--- src/rtl/pll_reconfig_responder.sv ---
// pll_reconfig_responder: register-mapped PLL reconfiguration controller with shadow/active counter settings.
module pll_reconfig_responder #(
  parameter int RECONFIG_CYCLES = 64,
  parameter int LOCK_TIMEOUT = 1024
) (
  input  logic        clk,
  input  logic        reset_n,
  input  logic [5:0]  mgmt_address,
  input  logic        mgmt_read,
  input  logic        mgmt_write,
  input  logic [31:0] mgmt_writedata,
  output logic [31:0] mgmt_readdata,
  output logic        mgmt_waitrequest,
  input  logic        pll_locked,
  output logic [17:0] pll_m,
  output logic [17:0] pll_n,
  output logic [17:0] pll_c,
  output logic [8:0]  pll_m_div,
  output logic [8:0]  pll_n_div,
  output logic [8:0]  pll_c_div,
  output logic [3:0]  pll_bw,
  output logic [2:0]  pll_cp,
  output logic        cfg_update
);
  typedef enum logic [1:0] {IDLE, APPLY, BUSY, LOCK} state_t;
  state_t state;
  logic mode, lock_error;
  logic [17:0] sh_m, sh_n, sh_c;
  logic [3:0] sh_bw;
  logic [2:0] sh_cp;
  logic [15:0] cnt;
  logic wr, rd, start;
  logic [31:0] rdata;
  logic unused_wd;
  function automatic logic [8:0] div_of(input logic [17:0] w);
    return w[16] ? 9'd1 : {1'b0, w[15:8]} + {1'b0, w[7:0]};
  endfunction
  assign unused_wd = ^mgmt_writedata[31:18];
  assign mgmt_waitrequest = ~mode & (state != IDLE);
  assign wr = ~mgmt_waitrequest & mgmt_write;
  assign rd = ~mgmt_waitrequest & mgmt_read & ~mgmt_write;
  assign start = wr & (mgmt_address == 6'h02) & mgmt_writedata[0];
  always_comb begin
    rdata = '0;
    case (mgmt_address)
      6'h00: rdata = {31'b0, mode};
      6'h01: rdata = {30'b0, lock_error, state == IDLE};
      6'h03: rdata = {14'b0, sh_n};
      6'h04: rdata = {14'b0, sh_m};
      6'h05: rdata = {14'b0, sh_c};
      6'h08: rdata = {28'b0, sh_bw};
      6'h09: rdata = {29'b0, sh_cp};
      default: rdata = '0;
    endcase
  end
  always_ff @(posedge clk) begin
    if (!reset_n) begin
      state <= IDLE;
      mode <= 1'b0;
      lock_error <= 1'b0;
      cnt <= '0;
      sh_m <= 18'h10000;
      sh_n <= 18'h10000;
      sh_c <= 18'h10000;
      sh_bw <= '0;
      sh_cp <= '0;
      pll_m <= 18'h10000;
      pll_n <= 18'h10000;
      pll_c <= 18'h10000;
      pll_m_div <= 9'd1;
      pll_n_div <= 9'd1;
      pll_c_div <= 9'd1;
      pll_bw <= '0;
      pll_cp <= '0;
      mgmt_readdata <= '0;
      cfg_update <= 1'b0;
    end else begin
      cfg_update <= 1'b0;
      if (rd) mgmt_readdata <= rdata;
      if (wr)
        case (mgmt_address)
          6'h00: mode <= mgmt_writedata[0];
          6'h03: sh_n <= mgmt_writedata[17:0];
          6'h04: sh_m <= mgmt_writedata[17:0];
          6'h05: sh_c <= mgmt_writedata[17:0];
          6'h08: sh_bw <= mgmt_writedata[3:0];
          6'h09: sh_cp <= mgmt_writedata[2:0];
          default: ;
        endcase
      case (state)
        IDLE:
          if (start) begin
            // active settings land together with the cfg_update pulse, visible during APPLY
            state <= APPLY;
            lock_error <= 1'b0;
            cfg_update <= 1'b1;
            pll_m <= sh_m;
            pll_n <= sh_n;
            pll_c <= sh_c;
            pll_m_div <= div_of(sh_m);
            pll_n_div <= div_of(sh_n);
            pll_c_div <= div_of(sh_c);
            pll_bw <= sh_bw;
            pll_cp <= sh_cp;
          end
        APPLY: begin
          state <= BUSY;
          cnt <= '0;
        end
        BUSY:
          if (cnt == 16'(RECONFIG_CYCLES - 1)) begin
            state <= LOCK;
            cnt <= '0;
          end else cnt <= cnt + 16'd1;
        LOCK:
          if (pll_locked) state <= IDLE;
          else if (cnt == 16'(LOCK_TIMEOUT - 1)) begin
            state <= IDLE;
            lock_error <= 1'b1;
          end else cnt <= cnt + 16'd1;
      endcase
    end
  end
endmodule

--- config.mk ---
export PLATFORM = sky130hd
export DESIGN_NAME = pll_reconfig_responder
export DESIGN_NICKNAME = d
export VERILOG_FILES = /design/src/rtl/pll_reconfig_responder.sv
export SDC_FILE = /design/constraint.sdc
export NUM_CORES = 1
export LEC_CHECK = 0
export CAP_MARGIN = 40
export CORE_MARGIN = 2
export CORE_UTILIZATION = 30
export CTS_BUF_LIST = sky130_fd_sc_hd__clkbuf_8
export CTS_CLUSTER_DIAMETER = 100
export CTS_CLUSTER_SIZE = 10
export DETAILED_ROUTE_END_ITERATION = 8
export PLACE_DENSITY = 0.63
export REMOVE_ABC_BUFFERS = 1
export SYNTH_ARGS = -nofsm -noshare
export SYNTH_HDL_FRONTEND = slang
export SYNTH_SLANG_ARGS = --single-unit
--- constraint.sdc ---
create_clock -name clk -period 2.55 [get_ports clk]
set_input_delay 0.51 -clock clk [delete_from_list [all_inputs] [get_ports clk]]
set_output_delay 0.51 -clock clk [all_outputs]
set_load 0.05 [all_outputs]
==> results of run 1 <==
## sequential cells by signal (all words and copies together), names as in the netlist
register	cells
sh_m	18
pll_n_div	9
pll_cp	3
cfg_update	1
sh_n	18
pll_bw	4
pll_c_div	9
pll_n	18
cnt	16
mode	1
mgmt_readdata	18
lock_error	1
sh_bw	4
pll_c	18
sh_c	18
sh_cp	3
pll_m_div	9
pll_m	18
state	2
## Yosys cell counts, types with 12 or more instances
| library cell | count | area (sq um) |
|---|---|---|
| clkbuf_1 | 42 | 157.7 |
| nor3_1 | 12 | 60.06 |
| nand3_1 | 39 | 195.2 |
| a222oi_1 | 17 | 170.2 |
| a21oi_1 | 139 | 695.7 |
| ha_1 | 28 | 350.3 |
| buf_4 | 14 | 105.1 |
| nor2_1 | 44 | 165.2 |
| nor4_1 | 12 | 75.07 |
| nand2_1 | 242 | 908.4 |
| buf_2 | 20 | 100.1 |
| a211oi_1 | 13 | 97.59 |
| dfxtp_1 | 188 | 3764 |
| o21ai_0 | 50 | 250.2 |
## metrics by stage
stage               setup TNS (ns)  hold slack (ns)  setup slack, ns  std cells
finish                           0           0.4587           0.2159       1555
CTS                              0           0.4594           0.1555       1554
detailed placement        -0.02118           0.4426         -0.02118       1523
floorplan                  -183.56           0.4440           -2.017        946
global placement          -0.02610           0.4369         -0.02194       1523
global route                     0           0.4720          0.07464       1555
## cell families after synthesis
group,Yosys count
fa+ha+maj,31
mux,8
compound gates,270
simple gates,419
other cells,1
flops,188
xor+xnor,8
buf+inv,90
## placed cells by master, fill, tap and decap left out, drive strengths merged, types with 5 or more instances in the layout
master         netlist  layout
or4                  5       5
a21o                11      11
a21oi              140     140
ha                  28      28
buf                 40      70
o21a                 6       6
nor2                45      45
nand4b               7       7
clkbuf              42      17
o21ai               50      50
nand2              242     242
nand2b               8       8
o311ai               6       6
mux2i                8       8
a222oi              17      17
and3                 7       7
or3                 11      11
dfxtp              188     188
nand3               39      39
clkdlybuf4s50        0     135
nor4                13      13
a211oi              13      13
conb                 1      14
nor3b                5       5
nor3                14      14
inv                  8      15
## cell type report
class | count | share of cell area (%)
multi-input cells | 750 | 38.77
flip-flops and latches | 188 | 34.73
repair buffers | 205 | 18.01
well taps | 372 | 4.295
clock buffers | 17 | 2.159
clock inverters | 14 | 1.709
inverters | 8 | 0.3002
diodes | 1 | 0.02309
## metal layers
metal	GRT usage, %	vias up	routed length (microns)
li1	-	3874	-
met1	24.52	3644	12190
met2	28.29	261	11750
met3	3.238	30	1484
met4	5.574	0	410
met5	0	-	0
## power breakdown
part,switching [mW],internal (mW),total (mW)
sequential,0.0140,2.95,2.96
combinational,0.386,0.180,0.566
clock,1.14,0.990,2.13
total,1.54,4.12,5.65
## worst max path at each step
| stage | start | endpoint | slack, ns | cells past startpoint |
|---|---|---|---|---|
| 2_1_floorplan | mgmt_address[3] | pll_c_div[4] | -2.02 | 4 |
| 3_3_place_gp | mgmt_address[3] | pll_c_div[4] | -0.02 | 7 |
| 3_5_place_dp | mgmt_address[3] | pll_c_div[4] | -0.02 | 7 |
| 4_1_cts | state[0] | mgmt_waitrequest | 0.16 | 5 |
| 5_1_grt | state[0] | mgmt_waitrequest | 0.07 | 5 |
| 6_report | state[0] | mgmt_waitrequest | 0.22 | 5 |
==> results.toml, run 1 <==
[detailed_routing]
drt_first_pass_iters = 9
via_per_inst = 5.022
wl_mm = 25.84
ant_nets = 0
drt_first_iter_violations = 686
wire_per_inst_microns = 16.61
route.detailed.drc = 0
vias = 7809

[setup_path]
reg2reg_slack_ns = 0.35
cpMostUsedCell = "buf_4"
path_delay_family = "buffers and inverters"
path_cells = "inv_1 > ha_1 > buf_4 > nor2_1 > buf_4"
end_kind = "primary output"
r2r_end = "pll_n_div[4]"
critPathRequiredTime_ns = 2.04
ff2ff_path_depth = 6
slowest_delay_ns = 0.37
r2r_start = "sh_n[0]"
slowest_stage = "dfxtp_1"
critPathKind = "reg2out"
worst_setup_path_start_kind = "register"
cp_max_fo = 7
cp_num_buf_inv = 3
arrival_ns = 1.82

[pwr]
power.density_mw_per_mm2 = 521.7
total_power_mw = 5.653
leakage_nw = 3.885
ir_worst_vdd_v = 0.0002975

[layout]
nNetsFinal = 1244
num-fill-cells = 2723
multi_input_area_sq_mm = 0.004202
synthToLayoutAreaGrowth_pct = 30.14
regArea_sq_mm = 0.003764
postLayoutCellArea_sq_mm = 0.01084
drive_above_1_share_pct = 9.729
fin_util_pct = 39.99

[floorplan]
die_area_sq_mm = 0.02910
die_w_microns = 170.6
core-area_sq_mm = 0.02710
die_h_microns = 170.6
ioPinCount = 165
fp-row-count = 60
initial_utilization_pct = 30.72

[sta]
relSlewSlack_pct = 60.34
finalCriticalPeriod_ns = 2.334
finClkSkew_ns = 0.01971
tightestPinTransition_ns = 0.5931
finalHoldViolCount = 0
final_max_slew_viol_count = 0
rsz0062_at_grt = "false"
setup_viol = 0
min_period_over_period_pct = 91.53
timing.fmax_mhz = 428.4

[grt]
grt_pass1_wl_mm = 40.62
grt_start_max_net_pins = 53
track_usage_pct = 17.82
antenna_found_initial = 1
grt_pass1_vias = 7497
overflow = 0

[worst_hold_path]
min_path_type = "reg2reg"
min_to = "mgmt_readdata[2]"
hp-start = "mgmt_readdata[2]"
worstHoldPathCells = 1

[yosys]
yosysSeqAreaShare_pct = 45.20
ys.flop_type = "dfxtp_1"
ys_types = 66
synth_adder_area_share_pct = 4.929
synthSimpleGateAreaFrac_pct = 23.28
syn_area_per_cell_sq_um = 8.204
async_flop_share_pct = 0
synthMuxAreaShare_pct = 0.9617
synth_cells = 1015
synth_area_sq_mm = 0.008327
ys_ff_latch = 188
yosysWarningCount = 0
synth_compound_area_share_pct = 19.67
synth_xor_area_share_pct = 0.8415
synth_top_family_by_area = "simple AND/OR/NAND/NOR gates"
synth_edf_count = 0

[clock_network]
root_buffer = "clkbuf_8"
clk_latency_ns = 0.48
clockBufferDepth = 2
hold_buffers = 0
cts_tree = "yes"
cts_setup_buffers = 0
cts_sinks = 188
ctsHtreeMaxLevel = 4
cts.repair.resized = 0
cts_buffers = 17
clkTransAtPathRegs_ns = 0.09

[run]
cap_violations = 0

[run_status]
outcome = "finished clean"

[placement]
place_congestion = 0.8593
hpwlAfterDp_mm = 19.05
port_buffers = 136
dpl-instance-area_sq_mm = 0.01042
Note: power is estimated with default switching activity, not from simulation.
==> run 2, diff against run 1 <==
- CORE_ASPECT_RATIO: not set -> 0.75
- clock period: 2.55 -> 2.2 ns (I/O delays scaled with it)
==> results.toml, run 2 (synthesized netlist as in run 1, its figures left out) <==
[floorplan]
initial_utilization_pct = 30.69
fp-row-count = 52
die_w_microns = 196.4
core-area_sq_mm = 0.02713
die_h_microns = 148.3
die_area_sq_mm = 0.02912
ioPinCount = 165

[sta]
worst_hold_slack_ns = 0.4582
tightestPinTransition_ns = 0.5847
relSlewSlack_pct = 60.96
rsz0062_at_grt = "false"
min_period_over_period_pct = 97.28
finalHoldViolCount = 0
timing.fmax_mhz = 467.2
setup_viol = 0
finClkSkew_ns = 0.01483
finalCriticalPeriod_ns = 2.140
final_max_slew_viol_count = 0

[setup_path]
slowest_stage = "clkdlybuf4s50_1"
path_delay_family = "buffers and inverters"
critPathKind = "reg2out"
arrival_ns = 1.70
path_cells = "clkdlybuf4s50_1"
cp_num_buf_inv = 1
slowest_delay_ns = 0.83
worst_setup_path_start_kind = "register"
critPathRequiredTime_ns = 1.76
cp_max_fo = 2
end_kind = "primary output"

[clock_network]
clk_latency_ns = 0.47
cts_sinks = 188
clkTransAtPathRegs_ns = 0.10
cts.repair.resized = 0
hold_buffers = 0
clockBufferDepth = 2
cts_setup_buffers = 0
ctsHtreeMaxLevel = 4
cts_buffers = 17
cts_tree = "yes"
root_buffer = "clkbuf_8"

[run]
cap_violations = 0

[pwr]
ir_worst_vdd_v = 0.0003590
leakage_nw = 4.125
total_power_mw = 6.652
power.density_mw_per_mm2 = 595.3

[placement]
port_buffers = 136
place_congestion = 0.8924
dp_cells = 1534
hpwlAfterDp_mm = 20.14

[detailed_routing]
ant_nets = 0
wire_per_inst_microns = 17.56
drt_first_iter_violations = 773
via_per_inst = 5.155
wl_mm = 27.50
vias = 8073
drt_first_pass_iters = 6
route.detailed.drc = 0

[layout]
synthToLayoutAreaGrowth_pct = 34.20
nNetsFinal = 1276
layout_common_cells = "nand2_1, dfxtp_1, a21oi_1"
final_cells = 1566
drive_above_1_share_pct = 12.52
fin_util_pct = 41.19
num-fill-cells = 2694
final_common_cell = "nand2_1"

[grt]
antenna_found_initial = 1
grt_start_max_net_pins = 67
grt_pass1_wl_mm = 42.56
grt_pass1_vias = 7461
track_usage_pct = 18.72
overflow = 0

[worst_hold_path]
min_path_type = "reg2reg"

[run_status]
outcome = "finished clean"
-- run 2: final cells by class --
type	instances	area [sq um]	share of cell area (%)
sequential	188	3764	33.68
timing repair buffer	237	2285	20.45
inverter	8	32.53	0.2911
multi-input combinational	750	4239	37.94
antenna	1	2.502	0.02239
clock buffer	18	247.7	2.217
clock inverter	13	165.2	1.478
tap	351	439.2	3.930
-- run 2: report_power, final --
part           leakage (nW)  switching (mW)  internal (mW)
combinational          2.41           0.487          0.277
sequential             1.51          0.0170           3.42
clock                 0.204            1.30           1.16
-- run 2: path summary, 6_finish.rpt --
check | start | end | slack, ns | depth (start not counted)
max | mgmt_readdata[3] | mgmt_readdata[3] | 0.06 | 1
min | pll_m[7] | pll_m[7] | 0.46 | 2
max reg2reg | sh_m[0] | pll_m_div[4] | 0.10 | 6
min reg2reg | pll_m[7] | pll_m[7] | 0.46 | 2
-- run 2: metal layers --
| metal | wire length (microns) | vias up | GRT usage, % |
|---|---|---|---|
| li1 | - | 3930 | - |
| met1 | 13580 | 3811 | 28.20 |
| met2 | 11170 | 308 | 26.61 |
| met3 | 2409 | 24 | 4.558 |
| met4 | 338 | 0 | 4.280 |
| met5 | 0 | - | 0 |
-- run 2: metrics by stage --
stage	worst slack, ns	setup TNS, ns	area, sq um
6_report	0.05973	0	11170
3_5_place_dp	-0.3544	-33.27	10720
2_1_floorplan	-2.297	-235.08	7983
5_1_grt	0.0009164	0	11170
3_3_place_gp	-0.3498	-29.53	10720
4_1_cts	0.03537	0	11130
